[config.mk]
export PLATFORM = sky130hd
export DESIGN_NAME = lut_layer_sequencer
export DESIGN_NICKNAME = d
export VERILOG_FILES = /design/src/rtl/lut_seq_pkg.sv /design/src/rtl/lut_table_ram.sv /design/src/rtl/lut_layer_sequencer.sv
export SDC_FILE = /design/constraint.sdc
export NUM_CORES = 2
export LEC_CHECK = 0
export CORE_MARGIN = 3
export CORE_UTILIZATION = 35
export CTS_CLUSTER_SIZE = 40
export DETAILED_ROUTE_END_ITERATION = 16
export SLEW_MARGIN = 20
export SYNTH_ARGS = -nofsm -noshare
export SYNTH_HDL_FRONTEND = slang
export SYNTH_HIERARCHICAL = 1
export SYNTH_SLANG_ARGS = --single-unit
[constraint.sdc]
create_clock -name clk -period 4.8 [get_ports clk]
set_input_delay 1.2 -clock clk [delete_from_list [all_inputs] [get_ports clk]]
set_output_delay 1.2 -clock clk [all_outputs]
set_load 0.02 [all_outputs]
[src/rtl/lut_seq_pkg.sv]
// Shared types and defaults for the time-multiplexed LogicNets layer sequencer.
// Holds the FSM state type, the default geometry and the table RAM depth helper.
package lut_seq_pkg;

  typedef enum logic [1:0] {
    StIdle,
    StRun,
    StDrain,
    StDone
  } state_e;

  localparam int unsigned DefNumNeurons = 8;
  localparam int unsigned DefAddrW      = 6;
  localparam int unsigned DefOutW       = 2;

  // Every neuron owns a contiguous 2^addr_w slice of the shared table.
  function automatic int unsigned ram_depth(input int unsigned num_neurons,
                                            input int unsigned addr_w);
    return num_neurons << addr_w;
  endfunction

endpackage

[src/rtl/lut_table_ram.sv]
// Shared truth-table storage: one synchronous write port, one synchronous read port.
// Contents are intentionally not reset so tables survive a sequencer reset.
module lut_table_ram #(
  parameter int unsigned Depth = 512,
  parameter int unsigned Width = 2,
  parameter int unsigned AddrW = 9
) (
  input  logic             clk,
  input  logic             we,
  input  logic [AddrW-1:0] waddr,
  input  logic [Width-1:0] wdata,
  input  logic             re,
  input  logic [AddrW-1:0] raddr,
  output logic [Width-1:0] rdata
);

  logic [Width-1:0] mem [Depth];

  always_ff @(posedge clk) begin
    if (we) begin
      mem[waddr] <= wdata;
    end
    if (re) begin
      rdata <= mem[raddr];
    end
  end

endmodule

[src/rtl/lut_layer_sequencer.sv]
// Evaluates one LogicNets layer by stepping every neuron through a single shared table RAM,
// one neuron per cycle, and returns the packed result vector on a valid/ready stream.
module lut_layer_sequencer
  import lut_seq_pkg::*;
#(
  parameter int unsigned NUM_NEURONS = DefNumNeurons,
  parameter int unsigned ADDR_W      = DefAddrW,
  parameter int unsigned OUT_W       = DefOutW,
  parameter int unsigned IDX_W       = $clog2(NUM_NEURONS)
) (
  input  logic                          clk,
  input  logic                          rst,
  input  logic                          in_valid,
  output logic                          in_ready,
  input  logic [NUM_NEURONS*ADDR_W-1:0] in_addr,
  output logic                          out_valid,
  input  logic                          out_ready,
  output logic [NUM_NEURONS*OUT_W-1:0]  out_data,
  input  logic                          cfg_we,
  output logic                          cfg_ready,
  input  logic [IDX_W+ADDR_W-1:0]       cfg_addr,
  input  logic [OUT_W-1:0]              cfg_data,
  output logic                          busy
);

  localparam int unsigned RamDepth = ram_depth(NUM_NEURONS, ADDR_W);
  localparam int unsigned RamAddrW = IDX_W + ADDR_W;
  localparam logic [IDX_W-1:0] LastIdx = IDX_W'(NUM_NEURONS - 1);

  state_e                        state_q;
  logic [IDX_W-1:0]              idx_q;
  logic [IDX_W-1:0]              idx_d_q;
  logic                          rd_pending_q;
  logic [NUM_NEURONS*ADDR_W-1:0] addr_q;
  logic                          out_valid_q;
  logic [NUM_NEURONS*OUT_W-1:0]  out_data_q;

  logic [ADDR_W-1:0]             sel_addr;
  logic [RamAddrW-1:0]           rd_addr;
  logic [OUT_W-1:0]              rd_data;
  logic                          ram_we;
  logic                          ram_re;

  assign cfg_ready = (state_q == StIdle);
  assign in_ready  = (state_q == StIdle) && !cfg_we;
  assign busy      = (state_q == StRun) || (state_q == StDrain);
  assign out_valid = out_valid_q;
  assign out_data  = out_data_q;

  // Config writes are only ever accepted in IDLE, so they never collide with a read.
  assign ram_we = cfg_we && cfg_ready;
  assign ram_re = (state_q == StRun);

  always_comb begin
    sel_addr = '0;
    for (int i = 0; i < int'(NUM_NEURONS); i++) begin
      if (idx_q == IDX_W'(i)) begin
        sel_addr = addr_q[i*ADDR_W +: ADDR_W];
      end
    end
  end

  assign rd_addr = {idx_q, sel_addr};

  lut_table_ram #(
    .Depth (RamDepth),
    .Width (OUT_W),
    .AddrW (RamAddrW)
  ) u_table_ram (
    .clk   (clk),
    .we    (ram_we),
    .waddr (cfg_addr),
    .wdata (cfg_data),
    .re    (ram_re),
    .raddr (rd_addr),
    .rdata (rd_data)
  );

  always_ff @(posedge clk or posedge rst) begin
    if (rst) begin
      state_q      <= StIdle;
      idx_q        <= '0;
      idx_d_q      <= '0;
      rd_pending_q <= 1'b0;
      addr_q       <= '0;
      out_valid_q  <= 1'b0;
      out_data_q   <= '0;
    end else begin
      rd_pending_q <= (state_q == StRun);

      // Read data lags the issued index by one cycle; idx_d_q names its slot.
      if (rd_pending_q) begin
        for (int i = 0; i < int'(NUM_NEURONS); i++) begin
          if (idx_d_q == IDX_W'(i)) begin
            out_data_q[i*OUT_W +: OUT_W] <= rd_data;
          end
        end
      end

      unique case (state_q)
        StIdle: begin
          if (in_valid && in_ready) begin
            addr_q     <= in_addr;
            idx_q      <= '0;
            out_data_q <= '0;
            state_q    <= StRun;
          end
        end
        StRun: begin
          idx_d_q <= idx_q;
          if (idx_q == LastIdx) begin
            state_q <= StDrain;
          end else begin
            idx_q <= idx_q + 1'b1;
          end
        end
        StDrain: begin
          out_valid_q <= 1'b1;
          state_q     <= StDone;
        end
        StDone: begin
          if (out_ready) begin
            out_valid_q <= 1'b0;
            state_q     <= StIdle;
          end
        end
        default: state_q <= StIdle;
      endcase
    end
  end

endmodule

### Word-level counts from Yosys, hierarchy flattened

Memory sizes are Yosys's and may differ from the RTL's. A register that Yosys moved wholly into a read port is not among the register bits.
Index checks and enable logic that the tools add are counted.

* register bits: 74
* memory bits (writable): 1024
* bits of input ports: 64
* memories kept: 1

* $add $sub $neg: 1
* equal/unequal tests: 21
* muxes and demuxes: 30
* reduce and logical (&&, ||, !) cells: 14

Memories
* u_table_ram.mem: words 512, width 2, rd ports 1, clocked after memory_dff 1, write ports 1, line lut_table_ram.sv:17 `logic [Width-1:0] mem [Depth];`

Operators by type and width (number)
* 16-bit two-way mux: 3
* 6-bit two-way mux: 8
* 3-bit == test, second input constant: 8
* 2-bit two-way mux: 11
* 3-bit by 2-bit == test with 1-bit output, second input constant: 4
* 2-bit case mux with 4 select lines: 1
* 3-bit by 1-bit == test with 1-bit output, second input constant: 2
* 3-bit logical NOT: 2
* 3-bit two-way mux: 2
* 3-bit case mux with 2 select lines: 1
* 3-bit AND reduction: 2
* 2-bit == test, second input constant: 2
* 2-bit by 1-bit inequality test with 1-bit output, second input constant: 2
* 2-bit inequality test, second input constant: 2
* 2-bit AND reduction: 2
* 2-bit nonzero test: 2
* 3-bit by 1-bit adder with 3-bit output, second input constant: 1
* 1-bit logical AND: 3
* 1-bit two-way mux: 3
* 2-bit by 1-bit == test with 1-bit output, second input constant: 1
* 2-bit logical NOT: 1
* 1-bit case mux with 2 select lines: 1
* 1-bit logical NOT: 1
* 1-bit logical OR: 1

### Logic depth before layout (Yosys ltp)

* word-level depth: 9
* mapped depth: 20

### By module

The synthesis kept the hierarchy.

By module, submodules not included
* lut_table_ram: times used 1, cells an instance 2608, area an instance 42334.4 µm², sequential area each 30809.5 µm²
* lut_layer_sequencer: times used 1, cells an instance 415, area an instance 3673.5 µm², sequential area each 1851.8 µm²

### Worst setup path after synthesis

Ideal clock, no wire load.

* kind: register to register
* from: reg idx_q[2]
* to: reg u_table_ram.rdata[1] (read register of u_table_ram.mem) (data pin)
* library setup time: 0.272 ns
* data arrival time: 4.064 ns
* data required time: 4.528 ns
* path slack: 0.464 ns
* cell stages (with the launch flop): 19
* buffers on the path: 6
* cells stage by stage: dfrtp_1 -> inv_1 -> buf_1 -> ha_1 -> or2_1 -> buf_2 -> a221oi_2 -> o22ai_1 -> a21oi_1 -> buf_2 -> buf_2 -> clkbuf_1 -> buf_1 -> mux4_2 -> o22ai_1 -> nor3_1 -> nor3_1 -> o22ai_1 -> or4_1

* cells in the longest elaborated chain, start to end: 9
* elaborated cells on any way between the ends: 16
* classes of those cells: 7 x eq/ne; 8 x mux; 1 x reduce/logical

RTL lines
* from (decl): line lut_layer_sequencer.sv:31 `logic [IDX_W-1:0] idx_q;`
* from (signal assigned): line lut_layer_sequencer.sv:114 `idx_q <= idx_q + 1'b1;`
* 3-bit logical NOT: line lut_layer_sequencer.sv:57 `if (idx_q == IDX_W'(i)) begin`
* 6-bit two-way mux (7 in a row): line lut_layer_sequencer.sv:57
* 6-bit two-way mux (*): line lut_layer_sequencer.sv:57
* net sel_addr[1]: line lut_layer_sequencer.sv:38 `logic [ADDR_W-1:0] sel_addr;`
* to (decl): line lut_table_ram.sv:14 `output logic [Width-1:0] rdata`

The timed path passes the listed nets; every way through them passes the cells marked *.
A chain may end at the register's enable or synchronous reset.

### Worst setup path in the final report

* from: reg idx_q[0]
* to: reg u_table_ram.rdata[1] (read register of u_table_ram.mem) (data pin)

The elaborated chain is that of the path after synthesis.

==> qor.yml <==
status:
  status: "finished, final reports clean"
clocking:
  h-tree-depth: 3
  cts_made_buffers: 110
  max-clock-path-buffers: 3
  cts_sinks: 1100
  cts_hold_buf: 0
  clock_latency_ps: 720
  cts_root_buf: "clkbuf_16"
  clk_pin_slew_ps: 60
  cts_tree: "yes"
routing:
  vias_per_cell: 5.40
  wl_per_cell_microns: 24.2
  drtAntennaViolNets: 0
  dr_total_vias: 26900
  drc_errors: 0
  drt-pass1-iter-count: 5
  drt_wl_total_mm: 121
  drt-initial-drc-count: 3085
global_route:
  grt-ovfl-total: 0
  grt_pass1_vias: 27200
  track_usage_pct: 17.5
  grt_pass1_wl_mm: 179
  grt_max_degree: 146
  antenna_found_initial: 6
logic_synthesis:
  yosysWarnings: 6
  yosys_register_bits: 1100
  ys.flop_type: "edfxtp_1"
  synth_edf_count: 1026
  syn-cell-area_sq_mm: 0.0460
  synthesis.nets: 3098
  yosysSeqAreaShare_pct: 71.0
  avgSynthCellArea_sq_um: 15.2
  synth_cells: 3023
  async_flop_share_pct: 6.73
  synth_cell_type_count: 68
timing:
  clock-skew-final_ps: 16.5
  rsz0062_at_grt: "no"
  hold_viol_final: 0
  fmax_mhz: 215
  period_share_pct: 97.0
  min_period_ps: 4650
  finalSetupViolCount: 0
  hold_slack_ps: 480
  fin_tns_setup_ps: 0
  worst_pin_slew_ps: 908
  finalMaxSlewViolations: 0
  slew_headroom_pct: 39.4
worst_setup_path:
  critical_path_arrival_ps: 5090
  critPathMaxStageDelay_ps: 570
  start_kind: "flip-flop"
  worstPathRequired_ps: 5230
  worstPathMaxFanout: 30
  setup.worst_path.class: "flip-flop to flip-flop"
  cp-end-kind: "flip-flop"
  path_cells: "ha_1, ha_1, or2_1, a221oi_2, o22ai_1, a21oi_4, buf_12, buf_12, mux4_2, a221o_1, and4_1, nand3_1, nor3_1, or4_1"
  slowest_stage: "or4_1"
  ff2ff_path_depth: 14
cells_and_area:
  nets: 3223
  fin_util_pct: 40.9
  final_layout_size_suffix_gt1_share_pct: 15.1
  layout_commonest_cell: "edfxtp_1"
  fin_area_sq_mm: 0.0531
  area_growth_pct: 15.5
  multi_input_comb_area_sq_mm: 0.0121
  fillers: 11900
  register_area_sq_mm: 0.0327
  final_cell_mix: "1026 x edfxtp_1, 576 x nor2_1, 269 x mux2i_1, 190 x nand2_1, 128 x mux4_2"
die:
  placementRows: 132
  coreArea_sq_mm: 0.130
  start_util_pct: 35.4
  io_pins: 84
  fp.dieW_microns: 369
  die_y_microns: 369
  die_area_sq_mm: 0.136
hold_path:
  hold_depth: 2
  hold_class: "flip-flop to flip-flop"
placement:
  gp_congestion: 0.853
  io_buffer_count: 83
  dp_hpwl_mm: 74.1
  placed_area_sq_mm: 0.0495
power:
  ir_drop_uv: 554
  p_leak_nw: 16.8
  cellPowerDensity_mw_per_mm2: 672
job:
  drv_cap: 0
[kinds of logic (layout without fill, tap and decap cells)]
logic type	after synthesis	count (layout)	synth area share, %
buffers and inverters	247	470	2.92
multiplexers	404	404	12.3
AO/OA/AOI/OAI	340	340	5.26
other	0	2	0
AND/OR/NAND/NOR	921	921	8.25
adder cells (fa/ha/maj)	11	11	0.299
flip-flops	1100	1100	71.0
[worst paths after layout]
path / from / slack (ps) / end
min in group asynchronous: rst / 1000 / out_data[7]
max reg2reg: idx_q[0] / 150 / u_table_ram/rdata[1]
min: addr_q[30] / 480 / addr_q[30]
min reg2reg: addr_q[30] / 480 / addr_q[30]
max: idx_q[0] / 150 / u_table_ram/rdata[1]
max in group asynchronous: rst / 2980 / addr_q[8]
[sequential cells by signal (all words and copies together) (netlist names)]
name	flops
u_table_ram/rdata	2
idx_q	3
addr_q	48
out_valid	1
state_q	2
idx_d_q	3
rd_pending_q	1
u_table_ram/mem	1024
out_data	16
[layout make-up]
cell class	instances	area share, %
diodes	2	0.00942
clock buffers	138	5.44
clock inverters	72	1.31
inverters	25	0.177
multi-input cells	1676	22.8
flip-flops and latches	1100	61.5
well taps	1742	4.10
repair buffers	235	4.67
[critical path, delay by kind of cell (launching register included)]
kind / cells / cell delay (ps)
muxes: 1 / 540
AOI/OAI and AO/OA: 4 / 980
buffers and inverters: 2 / 520
adders and majority gates: 2 / 440
DFF: 1 / 430
and+or+nand+nor: 5 / 1430
[through the flow]
stage               power [W]  cells  setup WS [ps]
floorplan              0.0219   3023            464
global placement       0.0272   4777            254
detailed placement     0.0273   4777            193
CTS                    0.0359   4987            169
finish                 0.0357   4990            146
global route           0.0373   4988          0.124
[per-layer routing]
metal | global-route usage, % | part of all wire [%] | vias up | wire length, microns
met5 | 0 | 0.029 | - | 35
met4 | 5.57 | 3.0 | 6 | 3600
met3 | 4.07 | 8.5 | 200 | 10200
met2 | 27.7 | 47 | 1021 | 56200
met1 | 24.0 | 42 | 13800 | 50500
li1 | - | - | 11900 | -
[synth_stat cells (6+ instances only)]
cell type | instances | area (sq um)
nand3b_1 | 8 | 60.1
mux2i_1 | 269 | 2690
buf_6 | 26 | 293
nor3b_1 | 6 | 45.0
a221oi_1 | 8 | 70.1
nand3_1 | 16 | 80.1
nor3_1 | 45 | 225
o21ai_1 | 14 | 70.1
and2_1 | 7 | 43.8
o22ai_1 | 49 | 307
ha_1 | 11 | 138
buf_2 | 46 | 230
or3_1 | 11 | 68.8
a211oi_1 | 11 | 82.6
inv_1 | 21 | 78.8
o21ai_0 | 42 | 210
a21oi_1 | 64 | 320
buf_4 | 23 | 173
o221ai_1 | 110 | 963
nor2b_1 | 8 | 50.1
edfxtp_1 | 1026 | 30800
mux2_2 | 7 | 78.8
nor4_1 | 10 | 62.6
o211ai_1 | 8 | 60.1
dfrtp_1 | 74 | 1850
nor2_1 | 576 | 2160
nand2_1 | 202 | 758
mux4_2 | 128 | 2880
nand4_1 | 8 | 50.1
clkbuf_1 | 104 | 390
buf_1 | 17 | 63.8
[timing repair]
item / 4_1_cts / 5_1_grt
endpoints found under the setup margin: 0 / 2
resized for setup: 0 / 2
setup buffers: 0 / 1
[power by group]
part           switching (W)  total [W]  internal, W
logic                0.00928     0.0162      0.00687
registers           0.000260     0.0111       0.0108
clock network        0.00364    0.00851      0.00487
No activity file was read; power rests on OpenSTA's default activity.
